<file path="src/rtl/score_sprite.sv">
// Multi-digit decimal score sprite: serial binary-to-BCD conversion into a held
// display register, rendered as 5x7 glyphs through a 2-stage pixel pipeline.
module score_sprite #(
    parameter int         DIGITS     = 3,
    parameter int         VAL_W      = 10,
    parameter int         SCALE_LOG2 = 0,
    parameter bit         BLANK_LZ   = 1'b1,
    parameter logic [2:0] FG         = 3'b111,
    parameter logic [2:0] BG         = 3'b000
) (
    input  logic             clk,
    input  logic             rst,
    input  logic [8:0]       xvga,
    input  logic [7:0]       yvga,
    input  logic [8:0]       x_pos,
    input  logic [7:0]       y_pos,
    input  logic [VAL_W-1:0] value,
    input  logic             load,
    output logic             busy,
    output logic             ovf,
    output logic             active,
    output logic [2:0]       color
);
    localparam int BCD_W  = 4 * (DIGITS + 1);
    localparam int DISP_W = 4 * DIGITS;
    localparam int CNT_W  = $clog2(VAL_W + 1);
    localparam int BOX_W  = (6 * DIGITS) << SCALE_LOG2;
    localparam int BOX_H  = 8 << SCALE_LOG2;
    localparam logic [CNT_W-1:0] LAST_SHIFT = CNT_W'(VAL_W - 1);

    typedef enum logic [1:0] {S_IDLE, S_SHIFT, S_DONE} state_t;

    state_t              state_q, state_d;
    logic [VAL_W-1:0]    bin_q, bin_d;
    logic [BCD_W-1:0]    bcd_q, bcd_d, bcd_adj;
    logic                lost_q, lost_d;
    logic [CNT_W-1:0]    cnt_q, cnt_d;
    logic [DISP_W-1:0]   disp_q, disp_d;
    logic                ovf_q, ovf_d;

    logic [9:0] rx, cx, dig_idx;
    logic [8:0] ry;
    logic [3:0] dig_nib;
    logic       zero_run, lit;
    logic       vld_p1_q, vld_p1_d, vld_p2_q, vld_p2_d;
    logic [3:0] nib_p1_q, nib_p1_d;
    logic [2:0] col_p1_q, col_p1_d, row_p1_q, row_p1_d;
    logic [2:0] color_p2_q, color_p2_d;

    function automatic logic [BCD_W-1:0] add3(input logic [BCD_W-1:0] b);
        logic [BCD_W-1:0] r;
        r = b;
        for (int i = 0; i < DIGITS + 1; i++) begin
            if (r[4*i +: 4] >= 4'd5) r[4*i +: 4] = r[4*i +: 4] + 4'd3;
        end
        return r;
    endfunction

    function automatic logic glyph_lit(input logic [3:0] n, input logic [2:0] c,
                                       input logic [2:0] r);
        logic [34:0] g;
        logic [4:0]  rb;
        logic        l;
        case (n)
            4'd0:    g = 35'b01110_10001_10011_10101_11001_10001_01110;
            4'd1:    g = 35'b00100_01100_00100_00100_00100_00100_01110;
            4'd2:    g = 35'b01110_10001_00001_00010_00100_01000_11111;
            4'd3:    g = 35'b11111_00010_00100_00010_00001_10001_01110;
            4'd4:    g = 35'b00010_00110_01010_10010_11111_00010_00010;
            4'd5:    g = 35'b11111_10000_11110_00001_00001_10001_01110;
            4'd6:    g = 35'b00110_01000_10000_11110_10001_10001_01110;
            4'd7:    g = 35'b11111_00001_00010_00100_01000_01000_01000;
            4'd8:    g = 35'b01110_10001_10001_01110_10001_10001_01110;
            4'd9:    g = 35'b01110_10001_10001_01111_00001_00010_01100;
            default: g = '0;
        endcase
        case (r)
            3'd0:    rb = g[34:30];
            3'd1:    rb = g[29:25];
            3'd2:    rb = g[24:20];
            3'd3:    rb = g[19:15];
            3'd4:    rb = g[14:10];
            3'd5:    rb = g[9:5];
            3'd6:    rb = g[4:0];
            default: rb = '0;
        endcase
        case (c)
            3'd0:    l = rb[4];
            3'd1:    l = rb[3];
            3'd2:    l = rb[2];
            3'd3:    l = rb[1];
            3'd4:    l = rb[0];
            default: l = 1'b0;
        endcase
        return l;
    endfunction

    always_ff @(posedge clk or posedge rst) begin
        if (rst) begin
            state_q    <= S_IDLE;
            disp_q     <= '0;
            ovf_q      <= 1'b0;
            vld_p1_q   <= 1'b0;
            nib_p1_q   <= '0;
            col_p1_q   <= '0;
            row_p1_q   <= '0;
            vld_p2_q   <= 1'b0;
            color_p2_q <= '0;
        end else begin
            state_q    <= state_d;
            disp_q     <= disp_d;
            ovf_q      <= ovf_d;
            vld_p1_q   <= vld_p1_d;
            nib_p1_q   <= nib_p1_d;
            col_p1_q   <= col_p1_d;
            row_p1_q   <= row_p1_d;
            vld_p2_q   <= vld_p2_d;
            color_p2_q <= color_p2_d;
        end
    end

    // Conversion scratch registers are always reloaded by load before use.
    always_ff @(posedge clk) begin
        bin_q  <= bin_d;
        bcd_q  <= bcd_d;
        lost_q <= lost_d;
        cnt_q  <= cnt_d;
    end

    always_comb begin
        state_d = state_q;
        if (load) begin
            state_d = S_SHIFT;
        end else begin
            case (state_q)
                S_SHIFT: if (cnt_q == LAST_SHIFT) state_d = S_DONE;
                S_DONE:  state_d = S_IDLE;
                default: state_d = state_q;
            endcase
        end
    end

    always_comb begin
        bin_d   = bin_q;
        bcd_d   = bcd_q;
        lost_d  = lost_q;
        cnt_d   = cnt_q;
        disp_d  = disp_q;
        ovf_d   = ovf_q;
        bcd_adj = add3(bcd_q);
        busy    = (state_q != S_IDLE);
        if (state_q == S_SHIFT) begin
            bcd_d  = {bcd_adj[BCD_W-2:0], bin_q[VAL_W-1]};
            bin_d  = bin_q << 1;
            lost_d = lost_q | bcd_adj[BCD_W-1];
            cnt_d  = cnt_q + 1'b1;
        end
        // A nonzero top nibble or a bit shifted out means the value needs more digits.
        if (state_q == S_DONE) begin
            if (lost_q || (bcd_q[BCD_W-1 -: 4] != 4'd0)) begin
                disp_d = {DIGITS{4'h9}};
                ovf_d  = 1'b1;
            end else begin
                disp_d = bcd_q[DISP_W-1:0];
                ovf_d  = 1'b0;
            end
        end
        if (load) begin
            bin_d  = value;
            bcd_d  = '0;
            lost_d = 1'b0;
            cnt_d  = '0;
        end
    end

    // Stage 1: box test, digit select with leading-zero blanking, glyph coordinates
    always_comb begin
        rx       = {1'b0, xvga} - {1'b0, x_pos};
        ry       = {1'b0, yvga} - {1'b0, y_pos};
        cx       = rx >> SCALE_LOG2;
        dig_idx  = cx / 10'd6;
        vld_p1_d = (xvga >= x_pos) && (int'(rx) < BOX_W) &&
                   (yvga >= y_pos) && (int'(ry) < BOX_H);
        col_p1_d = 3'(cx % 10'd6);
        row_p1_d = 3'(ry >> SCALE_LOG2);
        nib_p1_d = 4'hF;
        zero_run = 1'b1;
        dig_nib  = '0;
        for (int i = 0; i < DIGITS; i++) begin
            dig_nib  = disp_q[4*(DIGITS-1-i) +: 4];
            zero_run = zero_run && (dig_nib == 4'd0);
            if (dig_idx == 10'(i)) begin
                nib_p1_d = (BLANK_LZ && zero_run && (i != DIGITS - 1)) ? 4'hF : dig_nib;
            end
        end
    end

    // Stage 2: font lookup and colour
    always_comb begin
        lit        = glyph_lit(nib_p1_q, col_p1_q, row_p1_q);
        vld_p2_d   = vld_p1_q;
        color_p2_d = vld_p1_q ? (lit ? FG : BG) : 3'b000;
    end

    assign ovf    = ovf_q;
    assign active = vld_p2_q;
    assign color  = color_p2_q;

endmodule

</file>
<file path="config.mk">
export PLATFORM = sky130hd
export DESIGN_NAME = score_sprite
export DESIGN_NICKNAME = d
export VERILOG_FILES = /design/src/rtl/score_sprite.sv
export SDC_FILE = /design/constraint.sdc
export NUM_CORES = 1
export LEC_CHECK = 0
export BUFFER_PORTS_ARGS = -buffer_cell sky130_fd_sc_hd__buf_2
export CELL_PAD_IN_SITES_DETAIL_PLACEMENT = 1
export CELL_PAD_IN_SITES_GLOBAL_PLACEMENT = 1
export CORE_UTILIZATION = 49
export CTS_CLUSTER_DIAMETER = 60
export DETAILED_ROUTE_END_ITERATION = 10
export GPL_TIMING_DRIVEN = 1
export MAX_ROUTING_LAYER = met4
export PLACE_DENSITY = 0.94
export SETUP_SLACK_MARGIN = 0.1
export SLEW_MARGIN = 20
export SYNTH_ARGS = -nofsm -noshare
export SYNTH_HDL_FRONTEND = slang
export SYNTH_SLANG_ARGS = --single-unit
export TNS_END_PERCENT = 1
</file>
<file path="constraint.sdc">
create_clock -name clk -period 5.3 [get_ports clk]
set_clock_uncertainty 0.05 [all_clocks]
set_input_delay 1.325 -clock clk [delete_from_list [all_inputs] [get_ports clk]]
set_output_delay 1.325 -clock clk [all_outputs]
set_load 0.05 [all_outputs]
</file>
==> results.md <==
- Outcome: finished, final reports clean
- Proportion of layout cells with a drive suffix above 1: around 17%
- CP Data Arrival Time: between 4000 and 5000 ps
- Worst hold path type: reg2reg
- Largest cells by area after synthesis: dfrtp_1 14%, ha_1 9.0%, dfxtp_1 8.4%
- Setup TNS after final layout: 0 ps
- Number of placed I/O pins: 53
- FFs w/ async S/R, synth: a little under half
- Post-route fraction of the period consumed by the critical path: between 80% and 90%
- Netlist area before placement: between 5000 and 6000 µm²
- Number of nets in the finished design: about 730
- Worst-skew pair later-pin latency: between 300 and 400 ps
- Crit path capture type: flip-flop
- Sequential group share of total power: 34.9%
- Final HPWL from detailed placement: 10700 µm
- Number of standard cells after synthesis: slightly above 600
- Number of flops mapped to enable cells by yosys: 10
- P&R area growth vs syn: 10.4%
- Maximum number of pins on one net before global-route repair: 35
- Reported net switching power: 0.573 mW
- Final Hold Fails: 0
- Post-DR vias/cell: slightly above 6
- Maximum operating frequency: 215 MHz
- Die footprint: between 10000 and 15000 µm²
- Setup Viol. Count Final: 0
- Grt total ovfl: 0
- CORE AREA: between 9000 and 10000 µm²
- Initial Utilization: a little over 50%
- Horizontal die dimension: 103 µm
- Most common flop cell mapped by yosys: dfrtp_1
- Relative max-transition margin: between 40% and 50%
- Number of buffers between clock root and the deepest sink: 2
- Total of cells resized after clock tree synthesis: 0
- Clock network fraction of total power: between 20% and 30%
- Tmin final: around 4600 ps
- Root buffer cell: clkbuf_8
- Post-synthesis sequential area ratio: ~28%
- Total clock buffers created by CTS: 9
- Hold-fix buffers, CTS: 0
- Total number of clock tree sinks: between 50 and 60
- Synthesized net count: 695
- Number of max-cap violations: 0
- Port-buffer cells: 52
- Routed len/inst: 19.0 µm
- Leak pwr: 2.38 nW
- Vias after detailed routing: between 4000 and 5000
- Wire length of the first global-routing pass: approximately 24000 µm
- Top cell type by total area after synthesis: dfrtp_1
- Share of Yosys cell area claimed by the top area cell type: roughly 14%
- Count of distinct cell types in the synthesized netlist: 84
- Diodes inserted: 0
- Critical path class: in2reg
- Mean instance size in the synthesized netlist: just over 8 µm²
- 1st-iter DRT viols: roughly 220
- Clock slew seen by the registers of the worst setup and hold paths: ~80 ps
- Final worst hold slack: between 300 and 400 ps
- Synthesis warning total: 0
- Number of register bits inferred by synthesis: 59
- Clock tree from TritonCTS: yes
- Data required time at the worst endpoint: ~5500 ps
- Pre-Repair DR Iteration Count: 5
- Final weighted congestion in routability-driven placement: ~0.94
- Die Height: 103 µm
- Switching share of total power: between 30% and 40%
- Initial antenna violation count: 0
- Category of the worst setup path launch point: primary input
- Int Pwr: approximately 0.91 mW
- Combinational cell fraction of total power: around 36%
- # fillers: between 1000 and 1500
- Pins over their slew limit: 0
- Unrepaired setup endpoints after global routing: false
- Power Dens Cells: approximately 270 nW/µm²
- Peak ir drop on the vdd network: ~140 µV
- Slew at the pin closest to its max-slew limit: 887 ps
- Number of H-tree levels: 3
- Number of rows in the core area: 36
- Final Routed Wirelength: 14900 µm
- Aggregate global-route resource usage: between 30% and 40%
- Critical-path maximum fanout: 11
- Via count of the first global-routing pass: a little under 5000
- Post-layout total power: around 1.5 mW
- Final ANT Viol Nets: 0
- Post-CTS Setup Bufs: 0
- Remaining design rule violation count: 0
[stage by stage]
step	worst slack, ps	area [µm²]	cells	utilization (%)
after floorplan	907	5010	610	-
after global placement	541	5330	769	54.2
after detailed placement	388	5330	769	54.2
after CTS	742	5530	785	56.3
after global routing	415	5530	785	56.3
final	651	5530	785	56.3
[layer usage]
metal | vias up | track usage, % | share of wire [%]
li1 | 2271 | - | -
met1 | 2367 | 35.3 | 42
met2 | 133 | 54.1 | 51
met3 | 41 | 4.47 | 4.2
met4 | 0 | 14.0 | 3.0
met5 | - | - | 0
[Yosys cell counts (8+ instances only)]
cell type and count:
xnor2_1 11, xor2_1 11, nor3_1 20, o21ai_0 31, a21oi_1 57, nor2_1 40
nand2b_1 19, inv_1 40, dfrtp_1 28, nand2_1 71, nor2b_1 12, edfxtp_1 10
mux2_2 15, mux2i_1 12, clkbuf_1 19, nor4_1 8, dfxtp_1 21, ha_1 36
nand3_1 22
[kinds of logic (layout without fill, tap and decap cells)]
kind of cell / count (synthesis) / count (layout) / share of synthesized area (%)
XOR/XNOR: 24 / 24 / 4.72
buffers and inverters: 71 / 113 / 5.85
AO/OA/AOI/OAI: 169 / 169 / 23.7
AND/OR/NAND/NOR: 222 / 222 / 21.8
flip-flops: 59 / 59 / 28.4
adder cells (fa/ha/maj): 38 / 38 / 9.79
multiplexers: 27 / 27 / 5.77
[worst paths after layout]
path / cells after the start / end / slack [ps] / start
setup / recovery: 13 / col_p1_q[1]$_DFF_PP0_ / 650 / xvga[6]
hold / removal: 0 / active$_DFF_PP0_ / 380 / vld_p1_q$_DFF_PP0_
setup reg to reg: 10 / color[1]$_DFF_PP0_ / 1940 / nib_p1_q[2]$_DFF_PP0_
hold reg to reg: 0 / active$_DFF_PP0_ / 380 / vld_p1_q$_DFF_PP0_
max in group asynchronous: 2 / disp_q[3]$_DFFE_PP0P_ / 3820 / rst
min in group asynchronous: 2 / state_q[0]$_DFFE_PP0P_ / 970 / rst
[area by class of cell]
class	count	area [µm²]	area share, %
multi-input cells	480	3290	59.6
flip-flops and latches	59	1420	25.7
well taps	133	166	3.01
repair buffers	56	290	5.25
clock buffers	10	149	2.69
clock inverters	6	52.6	0.951
inverters	41	154	2.78
[critical path, stage by stage]
cell and delay (ps):
buf_2 100, ha_1 390, a21oi_1 220, nor2b_1 70, o21a_1 190, a311oi_2 760, nor4b_1 120, a2111oi_0 490
o22ai_1 230, a21oi_2 380, nor2_1 130, o2bb2ai_1 160, a211o_1 280
[flip-flops by register name, summed over array words and instances (netlist names)]
| signal | flops |
|---|---|
| state_q | 2 |
| lost_q | 1 |
| bcd_q | 16 |
| nib_p1_q | 4 |
| disp_q | 12 |
| color | 1 |
| cnt_q | 4 |
| col_p1_q | 3 |
| ovf | 1 |
| bin_q | 10 |
| row_p1_q | 3 |
| vld_p1_q | 1 |
| active | 1 |
[cells in the final DEF, fill, tap and decap left out, types with 8 or more instances in the layout]
cell type,count
nand2_1,71
edfxtp_1,10
nor3_1,20
ha_1,36
nand3_1,22
nor4_1,8
nor2b_1,12
mux2i_1,12
dfrtp_1,28
nand2b_1,19
dfxtp_1,21
o21ai_0,31
nor2_1,40
xnor2_1,11
buf_2,52
clkbuf_8,9
inv_1,39
a21oi_1,57
xor2_1,11
mux2_2,15
[power groups by stage]
stage	combinational [mW]	sequential, mW	clock [mW]
2_1_floorplan	0.418	0.508	0
3_3_place_gp	0.499	0.524	0
3_5_place_dp	0.523	0.525	0
4_1_cts	0.534	0.517	0.431
5_1_grt	0.582	0.521	0.443
6_report	0.540	0.517	0.425
No activity file was read; power rests on OpenSTA's default activity.
